===== config.mk =====
export PLATFORM = sky130hd
export DESIGN_NAME = lvds_tx_framer_gearbox_flat
export DESIGN_NICKNAME = d
export VERILOG_FILES = /design/src/rtl/lvds_tx_framer_gearbox_pkg.sv /design/src/rtl/lvds_tx_framer_gearbox_if.sv /design/src/rtl/lvds_tx_framer_gearbox_gearbox.sv /design/src/rtl/lvds_tx_framer_gearbox.sv /design/src/flat_wrapper.sv
export SDC_FILE = /design/constraint.sdc
export NUM_CORES = 1
export LEC_CHECK = 0
export ABC_AREA = 1
export CAP_MARGIN = 20
export CORE_MARGIN = 5
export CORE_UTILIZATION = 35
export CTS_CLUSTER_SIZE = 28
export DETAILED_ROUTE_END_ITERATION = 12
export SYNTH_ARGS = -nofsm -noshare
export SYNTH_HDL_FRONTEND = slang
export SYNTH_SLANG_ARGS = --single-unit

===== constraint.sdc =====
create_clock -name gclk -period 1.34 [get_ports gclk]
set_clock_uncertainty 0.1 [all_clocks]
set_input_delay 0.201 -clock gclk [delete_from_list [all_inputs] [get_ports gclk]]
set_output_delay 0.201 -clock gclk [all_outputs]
set_load 0.02 [all_outputs]

===== src/rtl/lvds_tx_framer_gearbox_pkg.sv =====
// Shared definitions for the LVDS transmit framer: word/chunk widths,
// default framing codes and the framer state encoding.
// Optional feature macro: LVDS_TX_CRC_EN adds the per-line checksum state.
package lvds_link_pkg;

  localparam int DATA_W = 10;
  localparam int SER_W  = 6;
  localparam int BUF_W  = 16;

  localparam logic [DATA_W-1:0] DEF_TRAIN_WORD = 10'h3A6;
  localparam logic [DATA_W-1:0] DEF_SOL_WORD   = 10'h2AA;
  localparam logic [DATA_W-1:0] DEF_EOL_WORD   = 10'h155;
  localparam logic [DATA_W-1:0] DEF_FILL_WORD  = 10'h000;

  typedef enum logic [1:0] {
    ST_IDLE  = 2'd0,
    ST_PIXEL = 2'd1,
`ifdef LVDS_TX_CRC_EN
    ST_EOL   = 2'd2,
    ST_CRC   = 2'd3
`else
    ST_EOL   = 2'd2
`endif
  } tx_state_e;

endpackage


===== src/rtl/lvds_tx_framer_gearbox_if.sv =====
// Pixel word stream into the transmit framer (valid/ready handshake).
// The source holds s_data/s_last while s_valid is high until accepted.
interface lvds_tx_framer_gearbox_if;
  import lvds_link_pkg::*;

  logic              s_valid;
  logic [DATA_W-1:0] s_data;
  logic              s_last;
  logic              s_ready;

  modport master (output s_valid, output s_data, output s_last, input s_ready);
  modport slave  (input s_valid, input s_data, input s_last, output s_ready);

endinterface


===== src/rtl/lvds_tx_framer_gearbox_gearbox.sv =====
// 10-to-6 gearbox: appends a 10-bit word LSB-first into a 16-bit bit buffer
// whenever fewer than 6 bits are held, and emits 6 bits every cycle.
// load_slot_o tells the framer when the word input is taken this cycle.
module tx_gearbox_10to6
  import lvds_link_pkg::*;
(
  input  logic              gclk,
  input  logic              rst_n,
  input  logic [DATA_W-1:0] word_i,
  output logic              load_slot_o,
  output logic [SER_W-1:0]  ser_data_o
);

  logic [BUF_W-1:0] buf_q, buf_d;
  logic [BUF_W-1:0] merged;
  logic [3:0]       cnt_q, cnt_d;
  logic [SER_W-1:0] ser_q, ser_d;

  assign load_slot_o = (cnt_q < 4'd6);
  assign ser_data_o  = ser_q;

  // Append on load slots, take the low chunk, shift the remainder down.
  always_comb begin
    merged = buf_q;
    cnt_d  = cnt_q - 4'd6;
    if (load_slot_o) begin
      merged = buf_q | ({{(BUF_W-DATA_W){1'b0}}, word_i} << cnt_q);
      cnt_d  = cnt_q + 4'd4;
    end
    ser_d = merged[SER_W-1:0];
    buf_d = merged >> SER_W;
  end

  // Buffer, occupancy and output chunk registers.
  always_ff @(posedge gclk) begin
    if (!rst_n) begin
      buf_q <= '0;
      cnt_q <= '0;
      ser_q <= '0;
    end else begin
      buf_q <= buf_d;
      cnt_q <= cnt_d;
      ser_q <= ser_d;
    end
  end

endmodule


===== src/rtl/lvds_tx_framer_gearbox.sv =====
// LVDS transmit framer: wraps pixel lines in SOL/EOL words, fills idle time
// with training words, substitutes FILL on pixel underrun, and feeds the
// 10-to-6 gearbox that drives the OSERDES2 chunk stream.
// Optional feature macro: LVDS_TX_CRC_EN appends a sum-mod-1024 checksum word
// after EOL; line_done then marks the checksum word instead of EOL.
module lvds_tx_framer_gearbox
  import lvds_link_pkg::*;
#(
  parameter logic [DATA_W-1:0] TRAIN_WORD = DEF_TRAIN_WORD,
  parameter logic [DATA_W-1:0] SOL_WORD   = DEF_SOL_WORD,
  parameter logic [DATA_W-1:0] EOL_WORD   = DEF_EOL_WORD,
  parameter logic [DATA_W-1:0] FILL_WORD  = DEF_FILL_WORD
) (
  input  logic                      gclk,
  input  logic                      rst_n,
  lvds_tx_framer_gearbox_if.slave   pix_if,
  output logic [SER_W-1:0]          ser_data,
  output logic                      underrun,
  output logic                      line_done
);

  tx_state_e         state_q, state_d;
  logic              load_slot;
  logic [DATA_W-1:0] word;
  logic              s_ready_c;
  logic              underrun_d, underrun_q;
  logic              line_done_d, line_done_q;

`ifdef LVDS_TX_CRC_EN
  logic              sol_load;
  logic              consume;
  logic [DATA_W-1:0] crc_q, crc_d;
`endif

  tx_gearbox_10to6 u_gearbox (
    .gclk        (gclk),
    .rst_n       (rst_n),
    .word_i      (word),
    .load_slot_o (load_slot),
    .ser_data_o  (ser_data)
  );

  // Framer state register.
  always_ff @(posedge gclk) begin
    if (!rst_n) state_q <= ST_IDLE;
    else        state_q <= state_d;
  end

  // Next state: the framer only moves when the gearbox takes a word.
  always_comb begin
    state_d = state_q;
    if (load_slot) begin
      case (state_q)
        ST_IDLE:  if (pix_if.s_valid) state_d = ST_PIXEL;
        ST_PIXEL: if (pix_if.s_valid && pix_if.s_last) state_d = ST_EOL;
`ifdef LVDS_TX_CRC_EN
        ST_EOL:   state_d = ST_CRC;
        ST_CRC:   state_d = ST_IDLE;
`else
        ST_EOL:   state_d = ST_IDLE;
`endif
        default:  state_d = ST_IDLE;
      endcase
    end
  end

  // Word selection, handshake and status pulses from registered state.
  always_comb begin
    word        = TRAIN_WORD;
    s_ready_c   = rst_n & (state_q == ST_PIXEL) & load_slot;
    underrun_d  = 1'b0;
    line_done_d = 1'b0;
    case (state_q)
      ST_IDLE:  if (pix_if.s_valid) word = SOL_WORD;
      ST_PIXEL: begin
        if (pix_if.s_valid) begin
          word = pix_if.s_data;
        end else begin
          word       = FILL_WORD;
          underrun_d = load_slot;
        end
      end
`ifdef LVDS_TX_CRC_EN
      ST_EOL:   word = EOL_WORD;
      ST_CRC: begin
        word        = crc_q;
        line_done_d = load_slot;
      end
`else
      ST_EOL: begin
        word        = EOL_WORD;
        line_done_d = load_slot;
      end
`endif
      default:  word = TRAIN_WORD;
    endcase
  end

  assign pix_if.s_ready = s_ready_c;

  // Status pulses are registered so they line up with the first output chunk.
  always_ff @(posedge gclk) begin
    if (!rst_n) begin
      underrun_q  <= 1'b0;
      line_done_q <= 1'b0;
    end else begin
      underrun_q  <= underrun_d;
      line_done_q <= line_done_d;
    end
  end

  assign underrun  = underrun_q;
  assign line_done = line_done_q;

`ifdef LVDS_TX_CRC_EN
  assign sol_load = load_slot & (state_q == ST_IDLE) & pix_if.s_valid;
  assign consume  = pix_if.s_valid & s_ready_c;

  // Checksum: cleared as SOL goes out, accumulates only accepted pixels.
  always_comb begin
    crc_d = crc_q;
    if (sol_load)     crc_d = '0;
    else if (consume) crc_d = crc_q + pix_if.s_data;
  end

  // Checksum register.
  always_ff @(posedge gclk) begin
    if (!rst_n) crc_q <= '0;
    else        crc_q <= crc_d;
  end
`endif

endmodule


===== src/flat_wrapper.sv =====
// flat-port wrapper written by rule: the top's interface ports become plain ports
module lvds_tx_framer_gearbox_flat import lvds_link_pkg::*;
#(
  parameter logic [DATA_W-1:0] TRAIN_WORD = DEF_TRAIN_WORD,
  parameter logic [DATA_W-1:0] SOL_WORD   = DEF_SOL_WORD,
  parameter logic [DATA_W-1:0] EOL_WORD   = DEF_EOL_WORD,
  parameter logic [DATA_W-1:0] FILL_WORD  = DEF_FILL_WORD
)
  (gclk, rst_n, ser_data, underrun, line_done, pix_if_s_valid, pix_if_s_data, pix_if_s_last, pix_if_s_ready);
  lvds_tx_framer_gearbox_if pix_if_i ();
  input  logic gclk;
  input  logic rst_n;
  output logic [SER_W-1:0] ser_data;
  output logic underrun;
  output logic line_done;
  input wire logic [$bits(pix_if_i.s_valid)-1:0] pix_if_s_valid;
  input wire logic [$bits(pix_if_i.s_data)-1:0] pix_if_s_data;
  input wire logic [$bits(pix_if_i.s_last)-1:0] pix_if_s_last;
  output wire logic [$bits(pix_if_i.s_ready)-1:0] pix_if_s_ready;
  assign pix_if_i.s_valid = pix_if_s_valid;
  assign pix_if_i.s_data = pix_if_s_data;
  assign pix_if_i.s_last = pix_if_s_last;
  assign pix_if_s_ready = pix_if_i.s_ready;
  lvds_tx_framer_gearbox #(.TRAIN_WORD(TRAIN_WORD), .SOL_WORD(SOL_WORD), .EOL_WORD(EOL_WORD), .FILL_WORD(FILL_WORD)) u_core (.gclk(gclk), .rst_n(rst_n), .pix_if(pix_if_i), .ser_data(ser_data), .underrun(underrun), .line_done(line_done));
endmodule

* Yosys cells after proc, flatten, opt, wreduce, memory -nomap -nowiden *
Cells that the tools add are included.

operators by class
  add/sub/neg operators = 2
  $lt $le $gt $ge = 1
  eq/ne operators = 4
  shift operators = 1
  mux-type cells = 8
  bitwise logic cells = 5
  reduce and logical (&&, ||, !) cells = 5

operators with widths
  kind                   count
  $pmux W10 S3           1
  $mux W16               1
  $or A16 B16 Y16        1
  $shl A10 B4 Y16        1
  $mux W10               1
  $mux W9                1
  $add A4 B3 Y4 const B  1
  $lt A4 B3 Y1 const B   1
  $mux W2                2
  $mux W4                1
  $pmux W2 S2            1
  $sub A4 B3 Y4 const B  1
  $reduce_and A3 Y1      1
  $reduce_or A3 Y1       1
  $and A1 B1 Y1          2
  $eq A2 B1 Y1 const B   1
  $eq A2 B2 Y1 const B   1
  $logic_not A2 Y1       1
  $ne A2 B1 Y1 const B   1
  $ne A2 B2 Y1 const B   1
  $not A1 Y1             2
  $reduce_and A2 Y1      1
  $logic_and A1 B1 Y1    1

word-level totals
  register bits after elaboration = 30
  input bits = 14
  output and inout bits = 9
  word-level logic and storage cells = 33

* Longest topological paths before layout *
  word-level depth = 5
  gate-level depth with buffers = 10
  gate-level depth less buffers = 10

* By module *
A second synthesis with hierarchy kept.

unflattened totals
  cell total of the unflattened synthesis = 181
  area, all modules = 1,202.4 um^2

modules (own cells, without submodules)
  module                  instances  cells an instance  area each (um^2)  sequential area each (um^2)
  tx_gearbox_10to6        1          134                925.9             380.4
  lvds_tx_framer_gearbox  1          47                 276.5             80.1

* Worst setup path before layout *
OpenSTA, ideal clock, no wires.

  path kind = register -> output
  start point = register u_core.u_gearbox.cnt_q[3]
  end point = output pix_if_s_ready
  data arrival time = 1.307 ns
  data required time = 1.039 ns
  setup slack = -0.268 ns
  cell stages (with the launch flop) = 8
  buffers on the path = 0
  cells stage by stage = dfxtp_1 > inv_1 > ha_1 > inv_1 > o21ai_2 > nor2_4 > inv_1 > nor2_1

on the way
  word-level cells in the longest chain between the ends = 2

ends and longest elaborated chain
  what                    line                                  source
  start, declared         lvds_tx_framer_gearbox_gearbox.sv:16  logic [3:0] cnt_q, cnt_d;
  start signal, assigned  lvds_tx_framer_gearbox_gearbox.sv:42  cnt_q <= cnt_d;
  $lt A4 B3 Y1            lvds_tx_framer_gearbox_gearbox.sv:19  assign load_slot_o = (cnt_q < 4'd6);
  $and A1 B1 Y1           lvds_tx_framer_gearbox.sv:70          s_ready_c = rst_n & (state_q == ST_PIXEL) & load_slot;
  end, declared           flat_wrapper.sv:19                    output wire logic [$bits(pix_if_i.s_ready)-1:0] pix_if_s_ready;

No other way between the ends.

* Worst setup path after layout *
Ends and elaborated chain as after synthesis.

==> impl_metrics.json <==
{
  "syn_nets": 185,
  "synthXorXnorAreaFrac": 0.00740,
  "critPathRequiredTime_ps": 1040,
  "synthAdderAreaFrac": 0.0211,
  "pin_count": 23,
  "fin_crit_sh": 1.23,
  "synth_compound_area_frac": 0.142,
  "final_util": 0.603,
  "worst_slack_ps": -302,
  "drive_above_1_share": 0.430,
  "routabilityCongestion": 0.897,
  "cts_buffers": 3,
  "total_power_mw": 4.41,
  "p_leak_nw": 0.934,
  "yosys_warnings": 0,
  "grt_usage": 0.158,
  "critical_path_arrival_ps": 1340,
  "synthTopCellsByCount": "nand2_1 (46), dfxtp_1 (23), nand3_1 (21), inv_1 (18), nor2_1 (14)",
  "ys_ff_latch": 23,
  "drc": 0,
  "cts_hold_buf": 0,
  "tightest_slew_ps": 319,
  "clk_latency_ps": 320,
  "pwr_density_cell_mw_per_mm2": 2210,
  "min_to": "u_core.underrun$_SDFF_PP0_",
  "ys.flop_type": "dfxtp_1",
  "crit_fanout": 2,
  "overflow": 0,
  "vias_per_cell": 4.98,
  "failed_checks": "setup timing",
  "yosysUniqueCellTypes": 24,
  "hold_viol_final": 0,
  "worst_r2r_path_depth": 11,
  "min_path_type": "input pin to register",
  "synth.avg_cell_area_sq_um": 7.00,
  "cts.path.max_buffers": 2,
  "place_ws_ps": -581,
  "vias": 1330,
  "rsz0062_at_grt": "yes",
  "grt_pass1_vias": 1349,
  "async_reset_ff_frac": 0,
  "start_kind": "register",
  "postRouteAntennaNets": 0,
  "drtIter0Drc": 38,
  "synthMuxAreaShare": 0.00846,
  "start_util": 0.358,
  "grt_max_degree": 14,
  "cts-root-buf": "clkbuf_4",
  "rr_startpoint": "u_core.u_gearbox.cnt_q[3]$_SDFF_PN0_",
  "drt-pass1-iter-count": 4,
  "slew_viol_final": 0,
  "finalSetupViolCount": 19,
  "fin_crit_ps": 1640,
  "synth-edff-count": 0,
  "min_from": "pix_if_s_valid",
  "h-tree-depth": 1,
  "synth_top_area_frac": 0.389,
  "critical_path_class": "register to primary output",
  "path_clk_slew_ps": 140,
  "dpl.hpwl_mm": 2.45,
  "ys_seq_area_frac": 0.389,
  "yosys.area.top_type": "dfxtp_1",
  "synth_most_common_cell": "nand2_1",
  "reg2reg_slack_ps": -240,
  "chipHeight_microns": 68.2,
  "slew_headroom": 0.785,
  "worstHoldPathCells": 3,
  "area_delta_synth_final_pct": 68.7,
  "ys_top_cells_by_area": "dfxtp_1 (39%), nand2_1 (15%), nand3_1 (8.9%), inv_1 (5.7%), nor2_1 (4.4%)",
  "timing.fmax_mhz": 609,
  "antenna_found_initial": 0,
  "fp.dieArea_sq_mm": 0.00465,
  "core_area_sq_mm": 0.00331,
  "status": "finished, violations left",
  "io_buffer_count": 22,
  "diodes": 0,
  "grt_first_pass_wirelength_mm": 5.66,
  "syn-cell-area_sq_mm": 0.00118,
  "maxCapViolCount": 0,
  "drt-wirelength-per-cell_microns": 12.9,
  "reg2reg_to": "u_core.u_gearbox.ser_data_o[1]$_SDFF_PN0_",
  "ir_drop_v": 0.00121,
  "synth_simple_gate_area_share": 0.348,
  "finalWirelength_mm": 3.43,
  "end_kind": "primary output",
  "synth_top_family_by_area": "simple AND/OR/NAND/NOR gates",
  "cts_sinks": 23,
  "die_w_microns": 68.2,
  "rows": 21,
  "nets": 238,
  "postSynthCellCount": 169,
  "cts_tree": "done"
}
[where the power goes]
group          internal, mW  total (mW)  switching [mW]  leakage (nW)
logic                  1.35        3.02            1.67         0.725
clock network         0.112       0.337           0.225        0.0177
registers             0.954        1.06           0.107         0.192
total                  2.41        4.41            2.00         0.934
[placed cells by master (no fill, tap or decap), types with 6 or more instances in the layout]
cell / count
nor2_1: 6
buf_4: 21
buf_6: 8
dlygate4sd2_1: 8
dfxtp_1: 19
inv_1: 13
nand2_1: 37
nand3_2: 9
nand2_2: 7
clkdlybuf4s50_1: 12
nand3_1: 12
[how the worst max path moves through the flow]
stage / from / end / slack, ps / cells after the start
global placement: rst_n / pix_if_s_ready / -570 / 6
global route: u_core.u_gearbox.cnt_q[3]$_SDFF_PN0_ / pix_if_s_ready / -400 / 8
floorplan: u_core.u_gearbox.cnt_q[3]$_SDFF_PN0_ / pix_if_s_ready / -60 / 7
detailed placement: rst_n / pix_if_s_ready / -580 / 6
CTS: u_core.u_gearbox.cnt_q[3]$_SDFF_PN0_ / pix_if_s_ready / -300 / 8
finish: u_core.u_gearbox.cnt_q[3]$_SDFF_PN0_ / pix_if_s_ready / -300 / 8
[cells by family (layout without fill, tap and decap cells)]
group,after synthesis,count (layout)
AOI/OAI and AO/OA,27,27
xor gates and xnor gates,1,1
adders and majority gates,2,2
buffers and inverters,25,77
DFF,23,23
muxes,1,1
and+or+nand+nor,90,90
[what timing repair did]
action | CTS | global route
resized for setup | 41 | 50
pin swaps | 10 | 13
endpoints found under the setup margin | 29 | 23
setup buffers | 2 | 7
gates cloned | 0 | 0
[metrics by stage]
stage	hold slack, ps	cells	instance area [sq um]	setup TNS (ps)
2_1_floorplan	229	169	1220	-63.6
3_3_place_gp	305	257	1670	-4910
3_5_place_dp	312	257	1670	-5360
4_1_cts	336	262	1770	-1700
5_1_grt	267	267	2000	-4230
6_report	256	267	2000	-2380
[worst max-delay path, stage by stage (launching register included)]
cell     delay (ps)
dfxtp_4         380
inv_4            50
ha_4            120
inv_4            30
o21ai_4         150
nor2_4           50
inv_2            80
nor2_4           30
buf_6           120
[per-layer routing]
layer	wire (microns)	GRT usage	vias up
met5	0	0	-
li1	-	-	651
met3	163	0.0279	4
met4	30	0.0769	0
met1	1340	0.187	634
met2	1900	0.273	41
[sequential cells by signal, summed over array words and instances (netlist names)]
name                         count
u_core.u_gearbox.buf_q          10
u_core.underrun                  1
u_core.line_done                 1
u_core.state_q                   2
u_core.u_gearbox.cnt_q           3
u_core.u_gearbox.ser_data_o      6
[area by class of cell]
class | instances | area [sq um]
Sequential cell | 23 | 473
Timing Repair Buffer | 53 | 500
Clock inverter | 1 | 5.00
Multi-Input combinational cell | 121 | 848
Clock buffer | 3 | 22.5
Inverter | 20 | 90.1
Fill cell | 302 | 1310
Tap cell | 46 | 57.6
(Power assumes the default switching activity.)
